===== config.mk =====
export PLATFORM = sky130hd
export DESIGN_NAME = fifo_arbiter_flat
export DESIGN_NICKNAME = d
export VERILOG_FILES = /design/src/rtl/fifo_arbiter_pkg.sv /design/src/rtl/fifo_arbiter_if.sv /design/src/rtl/fifo_arbiter_rr_arbiter2.sv /design/src/rtl/fifo_arbiter.sv /design/src/flat_wrapper.sv
export SDC_FILE = /design/constraint.sdc
export NUM_CORES = 1
export LEC_CHECK = 0
export ABC_AREA = 1
export CAP_MARGIN = 20
export CORE_ASPECT_RATIO = 1.75
export CORE_UTILIZATION = 36
export DETAILED_ROUTE_END_ITERATION = 10
export MAX_ROUTING_LAYER = met4
export PLACE_DENSITY_LB_ADDON = 0.3
export SLEW_MARGIN = 20
export SYNTH_ARGS = -nofsm -noshare
export SYNTH_HDL_FRONTEND = slang
export SYNTH_HIERARCHICAL = 1
export SYNTH_SLANG_ARGS = --single-unit
export TNS_END_PERCENT = 30

===== constraint.sdc =====
create_clock -name clk -period 1.24 [get_ports clk]
set_clock_uncertainty 0.05 [all_clocks]
set_input_delay 0.186 -clock clk [delete_from_list [all_inputs] [get_ports clk]]
set_output_delay 0.186 -clock clk [all_outputs]
set_load 0.02 [all_outputs]

===== src/rtl/fifo_arbiter_pkg.sv =====
// Shared constants and read-FSM state encoding for the sample FIFO arbiter.
package fifo_arbiter_pkg;

  localparam int DATA_W_DEF = 8;
  localparam int CNT_W_DEF  = 8;
  localparam logic [7:0] MUTE_WORD_DEF = 8'h80;

  // RD names the read-issue phase, which happens in the WAIT cycle that consumes a tick
  typedef enum logic [1:0] {
    PRIME = 2'd0,
    WAIT  = 2'd1,
    RD    = 2'd2,
    CAP   = 2'd3
  } rd_state_t;

endpackage


===== src/rtl/fifo_arbiter_if.sv =====
// Bundle of requester, FIFO and playback-side signals; master = arbiter, slave = surroundings.
interface fifo_arbiter_if
  import fifo_arbiter_pkg::*;
#(
  parameter int DATA_W = DATA_W_DEF,
  parameter int CNT_W  = CNT_W_DEF
);
  logic              req0_valid;
  logic [DATA_W-1:0] req0_data;
  logic              req0_ready;
  logic              req1_valid;
  logic [DATA_W-1:0] req1_data;
  logic              req1_ready;
  logic              fifo_wr;
  logic [DATA_W-1:0] fifo_din;
  logic              fifo_full;
  logic              fifo_threshold;
  logic              fifo_rd;
  logic              fifo_empty;
  logic [DATA_W-1:0] fifo_dout;
  logic              sample_tick;
  logic [DATA_W-1:0] out_data;
  logic              out_valid;
  logic [CNT_W-1:0]  underrun_cnt;

  modport master (
    input  req0_valid, req0_data, req1_valid, req1_data,
    input  fifo_full, fifo_threshold, fifo_empty, fifo_dout, sample_tick,
    output req0_ready, req1_ready, fifo_wr, fifo_din, fifo_rd,
    output out_data, out_valid, underrun_cnt
  );

  modport slave (
    output req0_valid, req0_data, req1_valid, req1_data,
    output fifo_full, fifo_threshold, fifo_empty, fifo_dout, sample_tick,
    input  req0_ready, req1_ready, fifo_wr, fifo_din, fifo_rd,
    input  out_data, out_valid, underrun_cnt
  );

endinterface


===== src/rtl/fifo_arbiter_rr_arbiter2.sv =====
// Two-way round-robin grant: a lone requester always wins, a tie goes to rr_ptr.
module rr_arbiter2 (
  input  logic [1:0] i_valid,
  input  logic       i_full,
  input  logic       i_rr_ptr,
  output logic [1:0] o_grant,
  output logic       o_rr_ptr_next
);

  for (genvar gi = 0; gi < 2; gi++) begin : g_grant
    assign o_grant[gi] = !i_full && i_valid[gi] &&
                         (!i_valid[1-gi] || (i_rr_ptr == 1'(gi)));
  end

  assign o_rr_ptr_next = o_grant[0] ? 1'b1 :
                         o_grant[1] ? 1'b0 : i_rr_ptr;

endmodule


===== src/rtl/fifo_arbiter.sv =====
// Shares the sample FIFO between two producers and drains it once per sample_tick.
// FIFO_ARB_UNDERRUN_HOLD_EN: repeat the last drained sample on underrun instead of MUTE_WORD.
module fifo_arbiter
  import fifo_arbiter_pkg::*;
#(
  parameter int              DATA_W    = DATA_W_DEF,
  parameter int              CNT_W     = CNT_W_DEF,
  parameter logic [DATA_W-1:0] MUTE_WORD = DATA_W'(MUTE_WORD_DEF)
) (
  input logic            clk,
  input logic            rst_n,
  fifo_arbiter_if.master bus
);

  logic [1:0] w_valid;
  logic [1:0] w_grant;
  logic       w_rr_ptr_next;
  logic       r_rr_ptr;

  assign w_valid = {bus.req1_valid, bus.req0_valid};

  rr_arbiter2 u_rr_arbiter2 (
    .i_valid       (w_valid),
    .i_full        (bus.fifo_full),
    .i_rr_ptr      (r_rr_ptr),
    .o_grant       (w_grant),
    .o_rr_ptr_next (w_rr_ptr_next)
  );

  assign bus.req0_ready = w_grant[0];
  assign bus.req1_ready = w_grant[1];
  assign bus.fifo_wr    = |w_grant;
  assign bus.fifo_din   = w_grant[1] ? bus.req1_data :
                          w_grant[0] ? bus.req0_data : '0;

  always_ff @(posedge clk) begin
    if (!rst_n) begin
      r_rr_ptr <= 1'b0;
    end else begin
      r_rr_ptr <= w_rr_ptr_next;
    end
  end

  rd_state_t         r_state;
  rd_state_t         w_state_next;
  logic              r_tick_pend;
  logic              w_tick_clr;
  logic              w_rd;
  logic              w_underrun;
  logic              r_uflow_valid;
  logic [DATA_W-1:0] r_out_data;
  logic [CNT_W-1:0]  r_underrun_cnt;

  always_comb begin
    w_state_next = r_state;
    w_rd         = 1'b0;
    w_underrun   = 1'b0;
    w_tick_clr   = 1'b0;
    case (r_state)
      PRIME: begin
        if (bus.fifo_threshold) w_state_next = WAIT;
      end
      WAIT: begin
        if (r_tick_pend) begin
          w_tick_clr = 1'b1;
          if (!bus.fifo_empty) begin
            w_rd         = 1'b1;
            w_state_next = CAP;
          end else begin
            w_underrun   = 1'b1;
            w_state_next = PRIME;
          end
        end
      end
      CAP:     w_state_next = WAIT;
      default: w_state_next = PRIME;
    endcase
  end

  always_ff @(posedge clk) begin
    if (!rst_n) begin
      r_state <= PRIME;
    end else begin
      r_state <= w_state_next;
    end
  end

  // Ticks seen while priming are dropped; ticks landing on a pending one are absorbed
  always_ff @(posedge clk) begin
    if (!rst_n) begin
      r_tick_pend <= 1'b0;
    end else if (r_state == PRIME || w_tick_clr) begin
      r_tick_pend <= 1'b0;
    end else if (bus.sample_tick) begin
      r_tick_pend <= 1'b1;
    end
  end

  always_ff @(posedge clk) begin
    if (!rst_n) begin
      r_out_data     <= MUTE_WORD;
      r_uflow_valid  <= 1'b0;
      r_underrun_cnt <= '0;
    end else begin
      r_uflow_valid <= w_underrun;
      if (r_state == CAP) begin
        r_out_data <= bus.fifo_dout;
      end
      if (w_underrun) begin
`ifdef FIFO_ARB_UNDERRUN_HOLD_EN
        r_out_data <= r_out_data;
`else
        r_out_data <= MUTE_WORD;
`endif
        if (r_underrun_cnt != '1) begin
          r_underrun_cnt <= r_underrun_cnt + 1'b1;
        end
      end
    end
  end

  // The captured word is shown straight from the FIFO during CAP, then held in r_out_data
  assign bus.fifo_rd      = w_rd;
  assign bus.out_valid    = (r_state == CAP) || r_uflow_valid;
  assign bus.out_data     = (r_state == CAP) ? bus.fifo_dout : r_out_data;
  assign bus.underrun_cnt = r_underrun_cnt;

endmodule


===== src/flat_wrapper.sv =====
// flat-port wrapper written by rule: the top's interface ports become plain ports
module fifo_arbiter_flat import fifo_arbiter_pkg::*;
#(
  parameter int              DATA_W    = DATA_W_DEF,
  parameter int              CNT_W     = CNT_W_DEF,
  parameter logic [DATA_W-1:0] MUTE_WORD = DATA_W'(MUTE_WORD_DEF)
)
  (clk, rst_n, bus_req0_valid, bus_req0_data, bus_req1_valid, bus_req1_data, bus_fifo_full, bus_fifo_threshold, bus_fifo_empty, bus_fifo_dout, bus_sample_tick, bus_req0_ready, bus_req1_ready, bus_fifo_wr, bus_fifo_din, bus_fifo_rd, bus_out_data, bus_out_valid, bus_underrun_cnt);
  fifo_arbiter_if #(.DATA_W(DATA_W), .CNT_W(CNT_W)) bus_i ();
  input logic clk;
  input logic rst_n;
  input wire logic [$bits(bus_i.req0_valid)-1:0] bus_req0_valid;
  input wire logic [$bits(bus_i.req0_data)-1:0] bus_req0_data;
  input wire logic [$bits(bus_i.req1_valid)-1:0] bus_req1_valid;
  input wire logic [$bits(bus_i.req1_data)-1:0] bus_req1_data;
  input wire logic [$bits(bus_i.fifo_full)-1:0] bus_fifo_full;
  input wire logic [$bits(bus_i.fifo_threshold)-1:0] bus_fifo_threshold;
  input wire logic [$bits(bus_i.fifo_empty)-1:0] bus_fifo_empty;
  input wire logic [$bits(bus_i.fifo_dout)-1:0] bus_fifo_dout;
  input wire logic [$bits(bus_i.sample_tick)-1:0] bus_sample_tick;
  output wire logic [$bits(bus_i.req0_ready)-1:0] bus_req0_ready;
  output wire logic [$bits(bus_i.req1_ready)-1:0] bus_req1_ready;
  output wire logic [$bits(bus_i.fifo_wr)-1:0] bus_fifo_wr;
  output wire logic [$bits(bus_i.fifo_din)-1:0] bus_fifo_din;
  output wire logic [$bits(bus_i.fifo_rd)-1:0] bus_fifo_rd;
  output wire logic [$bits(bus_i.out_data)-1:0] bus_out_data;
  output wire logic [$bits(bus_i.out_valid)-1:0] bus_out_valid;
  output wire logic [$bits(bus_i.underrun_cnt)-1:0] bus_underrun_cnt;
  assign bus_i.req0_valid = bus_req0_valid;
  assign bus_i.req0_data = bus_req0_data;
  assign bus_i.req1_valid = bus_req1_valid;
  assign bus_i.req1_data = bus_req1_data;
  assign bus_i.fifo_full = bus_fifo_full;
  assign bus_i.fifo_threshold = bus_fifo_threshold;
  assign bus_i.fifo_empty = bus_fifo_empty;
  assign bus_i.fifo_dout = bus_fifo_dout;
  assign bus_i.sample_tick = bus_sample_tick;
  assign bus_req0_ready = bus_i.req0_ready;
  assign bus_req1_ready = bus_i.req1_ready;
  assign bus_fifo_wr = bus_i.fifo_wr;
  assign bus_fifo_din = bus_i.fifo_din;
  assign bus_fifo_rd = bus_i.fifo_rd;
  assign bus_out_data = bus_i.out_data;
  assign bus_out_valid = bus_i.out_valid;
  assign bus_underrun_cnt = bus_i.underrun_cnt;
  fifo_arbiter #(.DATA_W(DATA_W), .CNT_W(CNT_W), .MUTE_WORD(MUTE_WORD)) u_core (.clk(clk), .rst_n(rst_n), .bus(bus_i));
endmodule

# Yosys cells after proc, flatten, opt, wreduce, memory -nomap -nowiden
# Index checks and enable logic that the tools add are counted.
op_classes:
  add_sub_neg: 1
  n_mul: 0
  n_div: 0
  magnitude_cmp: 0
  n_eq_ne: 5
  n_shift: 0
  muxes: 17
  bitwise: 2
  reduce_logical: 18
op_table:
  columns: ["cell", "n"]
  rows:
  - ["two-way mux 8 bit", 3]
  - ["two-way mux 1 bit", 10]
  - ["adder 8 x 1 -> 8 bit (second input constant)", 1]
  - ["inequality test 8 bit (second input constant)", 1]
  - ["two-way mux 2 bit", 3]
  - ["case mux 2 bit (3 select lines)", 1]
  - ["OR reduction 2 bit", 3]
  - ["logical AND 1 bit", 4]
  - ["logical OR 1 bit", 4]
  - ["AND reduction 2 bit", 2]
  - ["logical NOT 1 bit", 3]
  - ["equality test 2 x 1 -> 1 bit (second input constant)", 1]
  - ["equality test 2 bit (second input constant)", 1]
  - ["logical NOT 2 bit", 1]
  - ["inequality test 2 x 1 -> 1 bit (second input constant)", 1]
  - ["inequality test 2 bit (second input constant)", 1]
  - ["NOT 1 bit", 2]
  - ["nonzero test 2 bit", 1]
totals:
  register_bits: 21
  latch_bits: 0
  ram_bits: 0
  mem_bits_ro: 0
  mem_count: 0

# Depth between registers and ports, before layout
depth:
  word_depth: 5
  mapped_depth: 9
  ltp_nobuf: 9

# Modules after synthesis
# Netlist, hierarchy kept.
by_module_without_submodules:
  columns: ["mod", "n_inst", "cells_each", "area_per_inst_um2", "seq_area_each_um2"]
  rows:
  - ["fifo_arbiter", 1, 174, 1176.1, 420.4]
  - ["rr_arbiter2", 1, 9, 40.0, 0.0]

# Least setup slack after synthesis
# Ideal clock, no wire load.
synth_timing:
  path_type: "register -> output"
  startpoint: "register u_core.r_state[0]"
  endpoint: "output port bus_out_data[0]"
  arrival_time_ns: 1.218
  required_ns: 1.004
  setup_slack_ns: -0.214
  stages_incl_launch_ff: 7
  cell_sequence: "dfxtp_1 ha_1 buf_2 inv_1 or2_2 o21ai_0 inv_1"
synth_via:
  elab_chain_cells: 2
synth_lines:
  columns: ["element", "line_no", "rtl"]
  rows:
  - ["start: declaration", "fifo_arbiter.sv:44", "rd_state_t r_state;"]
  - ["start signal: assignment", "fifo_arbiter.sv:84", "r_state <= w_state_next;"]
  - ["equality test 2 bit", "fifo_arbiter.sv:125", "assign bus.out_data = (r_state == CAP) ? bus.fifo_dout : r_out_data;"]
  - ["two-way mux 8 bit", null, null]
  - ["end: declaration", "flat_wrapper.sv:26", "output wire logic [$bits(bus_i.out_data)-1:0] bus_out_data;"]
# No other way between the ends.

# Final worst setup path
layout_timing:
  startpoint: "register u_core.r_state[1]"
  endpoint: "output port bus_out_data[7]"
# The elaborated chain is that of the path after synthesis.

==> key figures <==
Run status
  – Outcome: finished, violations left
  – Failing checks: setup timing

Setup path
  – CP peak stage delay: 0.37 ns
  – Launching point of the worst reg2reg path: u_core/r_state[1]
  – WP buf/inv: 3
  – RR Endpoint: u_core/r_out_data[7]
  – Crit end category: primary output
  – Worst path arrival time: 1.37 ns
  – Crit-path cells: ha_4 > inv_6 > or2_1 > o21ai_2 > inv_2 > buf_6
  – Worst EP required: 1.00 ns
  – FF-to-FF path depth: 9
  – Worst Path Max Fanout: 8
  – CP delay by family, top: flip-flops
  – Critical path launch point type: register
  – Worst Setup Path Type: register to primary output
  – Flop2flop setup slack: -0.28 ns
  – CP max-delay cell: dfxtp_4

Routing
  – Vias: 1581
  – TritonRoute pass-1 iters: 4
  – Routed vias/inst: 4.89
  – Final WL: 4.89 mm
  – DRT iter0 DRCs: 29
  – DRC viols: 0
  – DRT antenna net count: 0
  – Routed wire length per instance: 15.1 um

Timing
  – Slew headroom: 0.824
  – Hold Slack: 0.468 ns
  – Setup violators final: 40
  – Worst Tran Pin Value: 0.263 ns
  – Final worst path period share: 1.30
  – Setup ws final: -0.367 ns
  – Max-slew violations: 0
  – Final Hold Vio Count: 0
  – Min cycle time layout: 1.61 ns
  – RSZ-0062 raised after global routing: yes
  – Max Freq: 622 MHz
  – TNS Setup: -8.65 ns

CTS
  – Clk slew on worst S/H paths: 0.08 ns
  – Clock Tree Buf Depth: 2
  – Root buf cell: clkbuf_8
  – CTS tree: yes
  – CTS buffer count: 3
  – Later-pin clock latency in the skew report: 0.26 ns
  – CTS H-Tree Depth: 1
  – Clock Sink Count: 21

Global routing
  – First-pass GRT wire length: 6.14 mm
  – Vias in the first global route: 1439
  – Congestion Overflow GR: 0
  – Largest net degree at the start of global routing: 13
  – Total GRT Usage: 0.238
  – Initial antenna violation count: 0

Pwr
  – Static Leak: 1.25 nW
  – Flop pwr share: 0.272
  – Int Pwr: 1.97 mW
  – Pwr dens: 1220 nW/um^2
  – Clock share of power: 0.146
  – Switching pwr: 1.14 mW
  – Peak supply drop: 0.000941 V
  – Switching share of total power: 0.367
  – Combinational group share of total power: 0.582
  – Total chip power: 3.11 mW

Finish
  – Commonest cells after routing, fill and taps aside: clkdlybuf4s50_1, nor2_1, buf_6
  – Share of layout cells above drive strength 1: 0.518
  – Final #Nets: 319
  – Diode count: 0
  – Final design utilization: 0.805
  – Post-route insts no fill: 323
  – Area growth from synthesis to layout: 110%

Synthesis
  – Syn Std Cell Area: 1220 um^2
  – Register area share after synthesis: 0.346
  – Yosys top cell by area: dfxtp_1
  – Largest cells by area after synthesis: dfxtp_1, nand2_1, inv_1
  – Yosys warning count: 6
  – Synth cell types: 26
  – Top cell type's share of synthesized area: 0.346
  – Synth Area per Inst: 6.65 um^2
  – Cell count after synthesis: 183
  – FF+latch count, synth: 21
  – Total nets after synthesis: 221

Place
  – Post-DP HPWL: 2.77 mm
  – Dpl cells: 304
  – PortBufs: 60
  – Placer Congestion: 0.754

Hold path
  – Hold depth: 6
  – Hold path start: bus_req1_valid
  – Hold Path Class: primary input to register
  – Hold Path Sink: u_core/r_rr_ptr

Floorplanning
  – Die area: 3620 um^2
  – Die Ht: 78.9 um
  – Core area: 3180 um^2
  – Width of the die: 45.9 um
  – Initial core utilization: 0.383
  – Row cnt: 27
  – Ports: 61

Run
  – Max-cap viol count: 0
-- worst reg2reg max path, stage by stage (launching register included) --
cell and delay (ns):
dfxtp_4 0.37, ha_4 0.18, inv_6 0.06, or2_1 0.22, o21ai_2 0.10, buf_4 0.15, buf_6 0.09, buf_6 0.08
buf_6 0.07, nand3_1 0.05
-- metrics by stage --
stage                     area, um^2  setup slack (ns)
final                           2560            -0.367
after global routing            2560            -0.420
after CTS                       2450            -0.345
after detailed placement        2150            -0.899
after global placement          2150            -0.866
after floorplan                 1360           -0.0329
-- kinds of logic after synthesis --
group,synth area share
AO/OA/AOI/OAI,0.0772
adder cells (fa/ha/maj),0.0617
buffers and inverters,0.110
flip-flops,0.346
AND/OR/NAND/NOR,0.405
-- final cells by class --
cell class / count / area, um^2
Sequential cell: 21 / 438
Multi-Input combinational cell: 128 / 958
Timing Repair inverter: 1 / 7.51
Tap cell: 43 / 53.8
Clock inverter: 1 / 5.00
Clock buffer: 3 / 41.3
Fill cell: 213 / 619
Timing Repair Buffer: 96 / 930
Inverter: 30 / 123
-- cells in the mapped netlist --
master and instances:
nand3_2 1, nand3_4 1, o22ai_1 1, nor2_4 2
nand2_4 2, o21ai_1 1, ha_1 6, nor2_1 28
nor3_1 1, inv_1 29, a211oi_1 1, a31oi_1 1
clkbuf_1 1, nand3_1 12, dfxtp_1 21, nand2_1 45
o21ai_0 10, buf_2 2, or2_1 1, or2_2 9
a21oi_2 1, inv_2 1, nor2_2 2, a21oi_1 2
buf_4 1, nand4_1 1
-- power groups by stage --
stage	registers (mW)	logic [mW]	clock network [mW]
final	0.847	1.81	0.454
after global routing	0.855	1.94	0.492
after CTS	0.841	1.56	0.465
after detailed placement	0.844	1.33	0
after global placement	0.841	1.31	0
after floorplan	0.860	0.679	0
-- what timing repair did --
item                                    4_1_cts  5_1_grt
pin swaps                                    14        5
buffers inserted                             10        4
resized for setup                           175       19
gates cloned                                  1        0
hold buffers                                  0        0
endpoints found under the setup margin       48       42
-- layer usage --
layer,vias to the layer above,GRT usage,routed length [um]
met5,-,-,0
met4,0,0.0971,148
li1,755,-,-
met1,739,0.190,1570
met2,73,0.473,2820
met3,14,0.0455,350
-- state kept, by name (all words and copies together) (netlist names) --
signal	cells
u_core/bus.underrun_cnt	8
u_core/r_tick_pend	1
u_core/r_uflow_valid	1
u_core/r_state	2
u_core/r_rr_ptr	1
u_core/r_out_data	8
-- worst max-delay path by stage --
| stage | from | endpoint | slack [ns] | depth (start not counted) |
|---|---|---|---|---|
| after floorplan | u_core/r_state[0] | bus_out_data[6] | -0.03 | 6 |
| after global routing | u_core/r_state[1] | bus_out_data[7] | -0.42 | 6 |
| after detailed placement | bus_fifo_full | bus_fifo_din[1] | -0.90 | 8 |
| after global placement | bus_req1_valid | bus_fifo_din[1] | -0.87 | 7 |
| final | u_core/r_state[1] | bus_out_data[7] | -0.37 | 6 |
| after CTS | u_core/r_state[1] | bus_out_data[0] | -0.35 | 6 |
(Power assumes the default switching activity.)
